`src/rtl/beat_gen_pkg.sv`:
```
// Shared constants for the beat generator: FSM state encoding and one-hot beat codes.
package beat_pkg;

  typedef enum logic {
    ST_IDLE = 1'b0,
    ST_RUN  = 1'b1
  } state_t;

  // W1 lives in bit 0 so {W3,W2,W1} maps straight onto the beat register
  localparam logic [2:0] BEAT_NONE = 3'b000;
  localparam logic [2:0] BEAT_W1   = 3'b001;
  localparam logic [2:0] BEAT_W2   = 3'b010;
  localparam logic [2:0] BEAT_W3   = 3'b100;

endpackage

```
`src/rtl/beat_gen_if.sv`:
```
// Front-panel, controller-request and beat-output bundle of beat_gen.
interface beat_gen_if;
  logic        QD;
  logic        DP;
  logic        SHORT;
  logic        LONG;
  logic        STOP;
  logic        W1;
  logic        W2;
  logic        W3;
  logic        RUN;
  logic [15:0] CYC;

  modport slave  (input  QD, DP, SHORT, LONG, STOP,
                  output W1, W2, W3, RUN, CYC);
  modport master (output QD, DP, SHORT, LONG, STOP,
                  input  W1, W2, W3, RUN, CYC);
endinterface

```
`src/rtl/beat_gen_qd_sync.sv`:
```
// Two-flop synchronizer for a front-panel level; EDGE_EN adds a one-cycle rising-edge pulse.
module qd_sync #(
  parameter bit EDGE_EN = 1'b1
) (
  input  logic i_clk,
  input  logic i_rst_n,
  input  logic i_d,
  output logic o_lvl,
  output logic o_rise
);

  logic r_s1, r_s2;

  always_ff @(posedge i_clk) begin
    if (!i_rst_n) begin
      r_s1 <= 1'b0;
      r_s2 <= 1'b0;
    end else begin
      r_s1 <= i_d;
      r_s2 <= r_s1;
    end
  end

  assign o_lvl = r_s2;

  generate
    if (EDGE_EN) begin : g_edge
      logic r_s3;
      always_ff @(posedge i_clk) begin
        if (!i_rst_n) r_s3 <= 1'b0;
        else          r_s3 <= r_s2;
      end
      assign o_rise = r_s2 & ~r_s3;
    end else begin : g_no_edge
      assign o_rise = 1'b0;
    end
  endgenerate

endmodule

```
`src/rtl/beat_gen.sv`:
```
// Beat (machine-cycle) generator: one-hot W1/W2/W3 with SHORT/LONG/STOP and QD/DP stepping.
// Optional completed-cycle counter on CYC when BEATGEN_CYCLE_CNT_EN is defined.
module beat_gen
  import beat_pkg::*;
(
  input  logic      T3,
  input  logic      CLR,
  beat_gen_if.slave bus
);

  state_t     r_state, w_next_state;
  logic [2:0] r_beat, w_next_beat;
  logic       w_cyc_end;
  logic       w_qd_rise, w_qd_lvl;
  logic       w_dp, w_dp_rise;
  logic       w_unused;

  qd_sync #(.EDGE_EN(1'b1)) u_qd_sync (
    .i_clk(T3), .i_rst_n(CLR), .i_d(bus.QD), .o_lvl(w_qd_lvl), .o_rise(w_qd_rise)
  );

  qd_sync #(.EDGE_EN(1'b0)) u_dp_sync (
    .i_clk(T3), .i_rst_n(CLR), .i_d(bus.DP), .o_lvl(w_dp), .o_rise(w_dp_rise)
  );

  assign w_unused = w_qd_lvl ^ w_dp_rise;

  always_ff @(posedge T3) begin
    if (!CLR) begin
      r_state <= ST_IDLE;
      r_beat  <= BEAT_NONE;
    end else begin
      r_state <= w_next_state;
      r_beat  <= w_next_beat;
    end
  end

  always_comb begin
    w_next_state = ST_IDLE;
    w_next_beat  = BEAT_NONE;
    w_cyc_end    = 1'b0;
    case (r_state)
      ST_IDLE: begin
        if (w_qd_rise) begin
          w_next_state = ST_RUN;
          w_next_beat  = BEAT_W1;
        end
      end
      ST_RUN: begin
        // Cycle end is judged independently of STOP so a stop on the last beat still counts
        case (r_beat)
          BEAT_W1: w_cyc_end = bus.SHORT;
          BEAT_W2: w_cyc_end = ~bus.LONG;
          BEAT_W3: w_cyc_end = 1'b1;
          default: w_cyc_end = 1'b0;
        endcase
        if (r_beat == BEAT_W1 || r_beat == BEAT_W2 || r_beat == BEAT_W3) begin
          if (!bus.STOP && !(w_cyc_end && w_dp)) begin
            w_next_state = ST_RUN;
            if (w_cyc_end)              w_next_beat = BEAT_W1;
            else if (r_beat == BEAT_W1) w_next_beat = BEAT_W2;
            else                        w_next_beat = BEAT_W3;
          end
        end
      end
      default: begin
        w_next_state = ST_IDLE;
        w_next_beat  = BEAT_NONE;
      end
    endcase
  end

  assign bus.W1  = r_beat[0];
  assign bus.W2  = r_beat[1];
  assign bus.W3  = r_beat[2];
  assign bus.RUN = (r_state == ST_RUN);

`ifdef BEATGEN_CYCLE_CNT_EN
  logic [15:0] r_cyc;

  always_ff @(posedge T3) begin
    if (!CLR)           r_cyc <= 16'h0000;
    else if (w_cyc_end) r_cyc <= r_cyc + 16'd1;
  end

  assign bus.CYC = r_cyc;
`else
  assign bus.CYC = 16'h0000;
`endif

endmodule

```
`src/flat_wrapper.sv`:
```
// flat-port wrapper written by rule: the top's interface ports become plain ports
module beat_gen_flat import beat_pkg::*;
  (T3, CLR, bus_QD, bus_DP, bus_SHORT, bus_LONG, bus_STOP, bus_W1, bus_W2, bus_W3, bus_RUN, bus_CYC);
  beat_gen_if bus_i ();
  input  logic T3;
  input  logic CLR;
  input wire logic [$bits(bus_i.QD)-1:0] bus_QD;
  input wire logic [$bits(bus_i.DP)-1:0] bus_DP;
  input wire logic [$bits(bus_i.SHORT)-1:0] bus_SHORT;
  input wire logic [$bits(bus_i.LONG)-1:0] bus_LONG;
  input wire logic [$bits(bus_i.STOP)-1:0] bus_STOP;
  output wire logic [$bits(bus_i.W1)-1:0] bus_W1;
  output wire logic [$bits(bus_i.W2)-1:0] bus_W2;
  output wire logic [$bits(bus_i.W3)-1:0] bus_W3;
  output wire logic [$bits(bus_i.RUN)-1:0] bus_RUN;
  output wire logic [$bits(bus_i.CYC)-1:0] bus_CYC;
  assign bus_i.QD = bus_QD;
  assign bus_i.DP = bus_DP;
  assign bus_i.SHORT = bus_SHORT;
  assign bus_i.LONG = bus_LONG;
  assign bus_i.STOP = bus_STOP;
  assign bus_W1 = bus_i.W1;
  assign bus_W2 = bus_i.W2;
  assign bus_W3 = bus_i.W3;
  assign bus_RUN = bus_i.RUN;
  assign bus_CYC = bus_i.CYC;
  beat_gen u_core (.T3(T3), .CLR(CLR), .bus(bus_i));
endmodule
```
`config.mk`:
```
export PLATFORM = sky130hd
export DESIGN_NAME = beat_gen_flat
export DESIGN_NICKNAME = d
export VERILOG_FILES = /design/src/rtl/beat_gen_pkg.sv /design/src/rtl/beat_gen_if.sv /design/src/rtl/beat_gen_qd_sync.sv /design/src/rtl/beat_gen.sv /design/src/flat_wrapper.sv
export SDC_FILE = /design/constraint.sdc
export NUM_CORES = 1
export LEC_CHECK = 0
export ABC_CLOCK_PERIOD_IN_PS = 2700
export CAP_MARGIN = 20
export CORE_AREA = 8 8 45 47
export DETAILED_ROUTE_END_ITERATION = 12
export DIE_AREA = 0 0 53 55
export HOLD_SLACK_MARGIN = 0.08
export PLACE_DENSITY = 0.76
export SLEW_MARGIN = 20
export SYNTH_ARGS = -nofsm -noshare
export SYNTH_HDL_FRONTEND = slang
export SYNTH_SLANG_ARGS = --single-unit
```
`constraint.sdc`:
```
create_clock -name T3 -period 2.7 [get_ports T3]
set_clock_uncertainty 0.05 [all_clocks]
set_input_delay 0.675 -clock T3 [delete_from_list [all_inputs] [get_ports T3]]
set_output_delay 0.675 -clock T3 [all_outputs]
set_load 0.05 [all_outputs]
```
### Word-level counts from Yosys, hierarchy flattened

Cells that the tools add are included.

* mux-type cells: 12
* shifts and indexed selects: 0
* $mul: 0
* div/mod/pow operators: 0
* bitwise gates (word level): 4
* eq/ne operators: 3
* reduce and logical (&&, ||, !) cells: 6
* add/subtract/negate cells: 0
* magnitude comparators: 0

Operator list (number)
* 3-bit two-way mux: 4
* 3-bit one-hot mux with 2 select lines: 1
* 1-bit two-way mux: 5
* 3-bit by 1-bit == test with 1-bit output, second input constant: 1
* 3-bit by 2-bit == test with 1-bit output, second input constant: 1
* 3-bit == test, second input constant: 1
* 1-bit inverter: 3
* 1-bit one-hot mux with 3 select lines: 1
* 1-bit logical AND: 2
* 1-bit zero test: 2
* 1-bit logical OR: 2
* 1-bit one-hot mux with 2 select lines: 1
* 1-bit bitwise AND: 1

* register bits after elaboration: 9
* bits in read-only memories: 0
* memories: 0
* latch bits: 0
* RAM bits: 0
* output and inout bits: 20
* input port bits: 7

### Longest topological paths before layout

* word-level depth: 9
* depth in mapped cells: 3

### Modules after synthesis

A second synthesis with hierarchy kept.

* cells, all modules: 52
* area total of the unflattened synthesis: 491.7 um^2

By module, submodules not included
* beat_gen: area an instance 335.3 um^2, instances 1, cells each 39, seq. area each 80.1 um^2
* qd_sync at u_core.u_qd_sync: area an instance 92.6 um^2, instances 1, cells each 7, seq. area each 60.1 um^2
* qd_sync at u_core.u_dp_sync: area an instance 63.8 um^2, instances 1, cells each 6, seq. area each 40.0 um^2

### Worst setup path before layout

No wires, ideal clock.

* kind: register to register
* start point: reg u_core.r_beat[0]
* end point: reg u_core.r_beat[1]
* slack: 1151 ps
* required time: 2500 ps
* library setup time: 150 ps
* arrival: 1349 ps
* buffers on the path: 0
* stages on the path, launching flop included: 4
* period minus slack after synthesis: 1549 ps
* cells stage by stage: dfxtp_1 -> nor4bb_2 -> or3_1 -> nor4_2

* longest elaborated chain between the ends: 9

Ends and longest elaborated chain
* start, declared: line beat_gen.sv:12 `logic [2:0] r_beat, w_next_beat;`
* start signal, assigned: line beat_gen.sv:34 `r_beat <= w_next_beat;`
* 3-bit == test (tied with other cells): line beat_gen.sv:51, beat_gen.sv:57
* 1-bit one-hot mux with 3 select lines: line beat_gen.sv:51 `case (r_beat)`
* 1-bit two-way mux: line beat_gen.sv:42 `case (r_state)`
* 1-bit logical AND: line beat_gen.sv:58 `if (!bus.STOP && !(w_cyc_end && w_dp)) begin`
* 1-bit zero test: line beat_gen.sv:58
* 1-bit logical AND: line beat_gen.sv:58
* 3-bit two-way mux: line beat_gen.sv:58
* 3-bit two-way mux *: line beat_gen.sv:57 `if (r_beat == BEAT_W1 || r_beat == BEAT_W2 || r_beat == BEAT_W3) begin`
* 3-bit one-hot mux with 2 select lines *: line beat_gen.sv:42

Every way passes the cells marked *; elsewhere a longest branch is shown, timed or not. The select of a mux whose other input is x is not followed.
A chain may end at the register's enable or synchronous reset.

### Worst setup path in the final report

* start point: reg u_core.r_beat[2]
* end point: out bus_W3

RTL lines
* end, declared: line flat_wrapper.sv:14 `output wire logic [$bits(bus_i.W3)-1:0] bus_W3;`

No word-level cell between the ends.

==> metrics.md <==
| Metric | Value |
|---|---|
| TNS Setup | 0 ns |
| Detail Route Antenna Nets | 0 |
| Crit path cell chain | clkdlybuf4s50_1 |
| Peak VDD IR | between 0.00015 and 0.0002 V |
| Most frequent cells in the layout | 16 x conb_1, 10 x clkdlybuf4s50_1, 9 x dfxtp_1, 4 x and2_1, 3 x clkbuf_4 |
| Total GRT Usage | about 6.4% |
| DRT Pass-1 Iters | 2 |
| Grt total ovfl | 0 |
| Critical Path AT | between 1.5 and 2 ns |
| DP HPWL | roughly 690 um |
| Clock transition at path regs | 0.06 ns |
| Share of cells above drive strength 1 | a little under an eighth |
| DRT iter0 DRCs | 3 |
| Drt via density | 4.26 |
| Worst R2R Path Depth | 3 |
| Hold_sp | u_core.u_dp_sync.r_s1$_SDFF_PN0_ |
| First-pass GRT wire length | approximately 1.3 mm |
| Max H-tree Level | 1 |
| Initial Util | around a third |
| Max-Cap Viols | 0 |
| IO buf count | 10 |
| Area share of and/or/nand/nor cells after synthesis | roughly a quarter |
| Status | complete, no violations |
| RSZ-0062 raised after global routing | no |
| Max clock buf depth | 2 |
| WL/cell | roughly 11 um |
| Hold Slack | slightly below 0.4 ns |
| Xor/xnor share of the synthesized area | approximately 1.9% |
| Synth Warn # | 0 |
| # IOs | 27 |
| Crit. End Element | output port |
| Dpl ws | between 0.6 and 0.7 ns |
| Final-report setup violation count | 0 |
| Routed via count | roughly 330 |
| Ant. Diodes | 0 |
| Least-Margin Pin Slew | ~0.5 ns |
| Slew HR | 66.0% |
| Final core utilization | roughly two fifths |
| Critical Path RT | a little under 2 ns |
| Pin count of the biggest net entering global routing | 9 |
| R2r endpoint | u_core.r_beat[2]$_SDFF_PP0_ |
| Fin crit period | roughly 2.3 ns |
| Filler instances | between 150 and 200 |
| Mapped cell area | about 470 um2 |
| Largest family of logic cells by synthesized area | buffers and inverters |
| Die area | 0.00292 mm2 |
| CP bufs+invs | 1 |
| Hold path endpoint | u_core.u_dp_sync.o_lvl$_SDFF_PN0_ |
| Max-slew violation count | 0 |
| Max Fclk | about 0.43 GHz |
| Setup crit start kind | flop |
| Flop-to-flop setup slack | roughly 1.4 ns |
| Vias in the first global route | ~300 |
| Crit-path leading delay family | buffers and inverters |
| Nets@finish | 70 |
| LEAKAGE | ~0.25 nW |
| Die height | 55 um |
| Std-Cell Rows | 14 |
| TritonCTS Buffers | 3 |
| Yosys reg bits | 9 |
| FF-to-FF Start | u_core.r_beat[1]$_SDFF_PP0_ |
| CTS hold repair buffers | 0 |
| DIE WIDTH | roughly 53 um |
| WL final | about 860 um |
| Netlist cell types | 21 |
| Worst Path Max Fanout | 8 |
| Final Cycle Share | ~86% |
| Post-CTS Setup Bufs | 0 |
| Initial antenna violation count | 0 |
| Drt drc | 0 |
| Worst min path class | reg2reg |
| PostCTS Resize Cnt | 0 |
| Critical path class | reg2out |
| Gpl congestion | between 0.6 and 0.7 |
| Synth Instances | between 40 and 50 |
| Hold path cells | 1 |
| Worst Setup Slack, final | ~0.37 ns |
| Final hold vios | 0 |
| Skew-Pair Late Insertion Delay | between 0.2 and 0.3 ns |
| Sequential fraction of the synthesis area | roughly two fifths |
| Number of clock sinks | 9 |
| Root Buffer | clkbuf_4 |
| Syn avg cell area | roughly 9.7 um2 |
| Synth Area in Compound Gates | between 7 and 8% |
| Crit-path slowest cell | clkdlybuf4s50_1 |
| PD cells | about 570 mW/mm2 |
| Syn-to-layout area delta | 17.5% |
| Mux contribution to synthesized area | 0% |
| Slowest Stage Delay on Critical Path | roughly 0.86 ns |
| Fraction of the mapped netlist area in adder cells | 0% |
| Core Area | roughly 0.0014 mm2 |
| Most common cell after layout, fill and taps aside | conb_1 |
| CTS tree | done |
-- flip-flops by register name, summed over array words and instances, names as in the netlist --
register	cells
u_core.bus.RUN	1
u_core.u_qd_sync.o_lvl	1
u_core.u_qd_sync.g_edge.r_s3	1
u_core.u_qd_sync.r_s1	1
u_core.r_beat	3
u_core.u_dp_sync.o_lvl	1
u_core.u_dp_sync.r_s1	1
-- how the worst max path moves through the flow --
stage | from | endpoint | slack [ns] | depth (start not counted)
after floorplan | u_core.r_beat[0]$_SDFF_PN0_ | u_core.r_beat[1]$_SDFF_PP0_ | 1.15 | 3
after global placement | u_core.r_beat[2]$_SDFF_PP0_ | bus_W3 | 0.69 | 1
after detailed placement | CLR | u_core.r_beat[1]$_SDFF_PP0_ | 0.67 | 4
after CTS | u_core.r_beat[2]$_SDFF_PP0_ | bus_W3 | 0.37 | 1
after global routing | u_core.r_beat[2]$_SDFF_PP0_ | bus_W3 | 0.29 | 1
final | u_core.r_beat[2]$_SDFF_PP0_ | bus_W3 | 0.37 | 1
-- kinds of logic (layout without fill, tap and decap cells) --
logic type / Yosys count / after routing
AO/OA/AOI/OAI: 5 / 5
other: 1 / 16
XOR/XNOR: 1 / 1
flip-flops: 9 / 9
buffers and inverters: 17 / 15
AND/OR/NAND/NOR: 16 / 16
-- metrics by stage --
step | instance area, um2 | total power, mW | instances
2_1_floorplan | 529 | 0.215 | 64
3_3_place_gp | 529 | 0.208 | 74
3_5_place_dp | 529 | 0.209 | 74
4_1_cts | 556 | 0.317 | 78
5_1_grt | 556 | 0.330 | 78
6_report | 556 | 0.314 | 78
-- per-layer routing --
metal	up-vias	track usage, %	part of all wire [%]
li1	159	-	-
met1	150	5.51	35
met2	21	9.57	41
met3	2	3.48	21
met4	0	7.76	2.8
met5	-	0	0
-- synth_stat cells, drive strengths merged --
master,instances,share of area [%]
o31a,1,2.1
nand2,1,0.79
inv,1,0.79
or2b,1,1.6
nor4bb,1,3.4
o211ai,1,1.6
conb,1,0.79
nor4,1,2.6
nor3,2,3.2
dfxtp,9,38
o21ai,2,2.1
o31ai,1,1.6
or3,2,2.6
nor3b,1,1.6
nor4b,1,1.9
nor2,1,0.79
and2,4,5.3
xor2,1,1.9
and3b,1,1.9
buf,16,25
-- final cells by class --
type	instances	area, um2	share of cell area, %
Timing Repair Buffer	10	100	18.0
Inverter	1	3.75	0.676
Clock buffer	4	26.3	4.73
Tap cell	16	20.0	3.60
Multi-Input combinational cell	38	225	40.5
Sequential cell	9	180	32.4
-- power by group --
| group | total [mW] | internal (mW) | leakage, nW | switching [mW] |
|---|---|---|---|---|
| Sequential | 0.139 | 0.137 | 0.0736 | 0.00181 |
| Clock | 0.107 | 0.0571 | 0.0150 | 0.0499 |
| Combinational | 0.0682 | 0.0122 | 0.158 | 0.0560 |
| Total | 0.314 | 0.206 | 0.246 | 0.108 |
No activity file was read; power rests on OpenSTA's default activity.
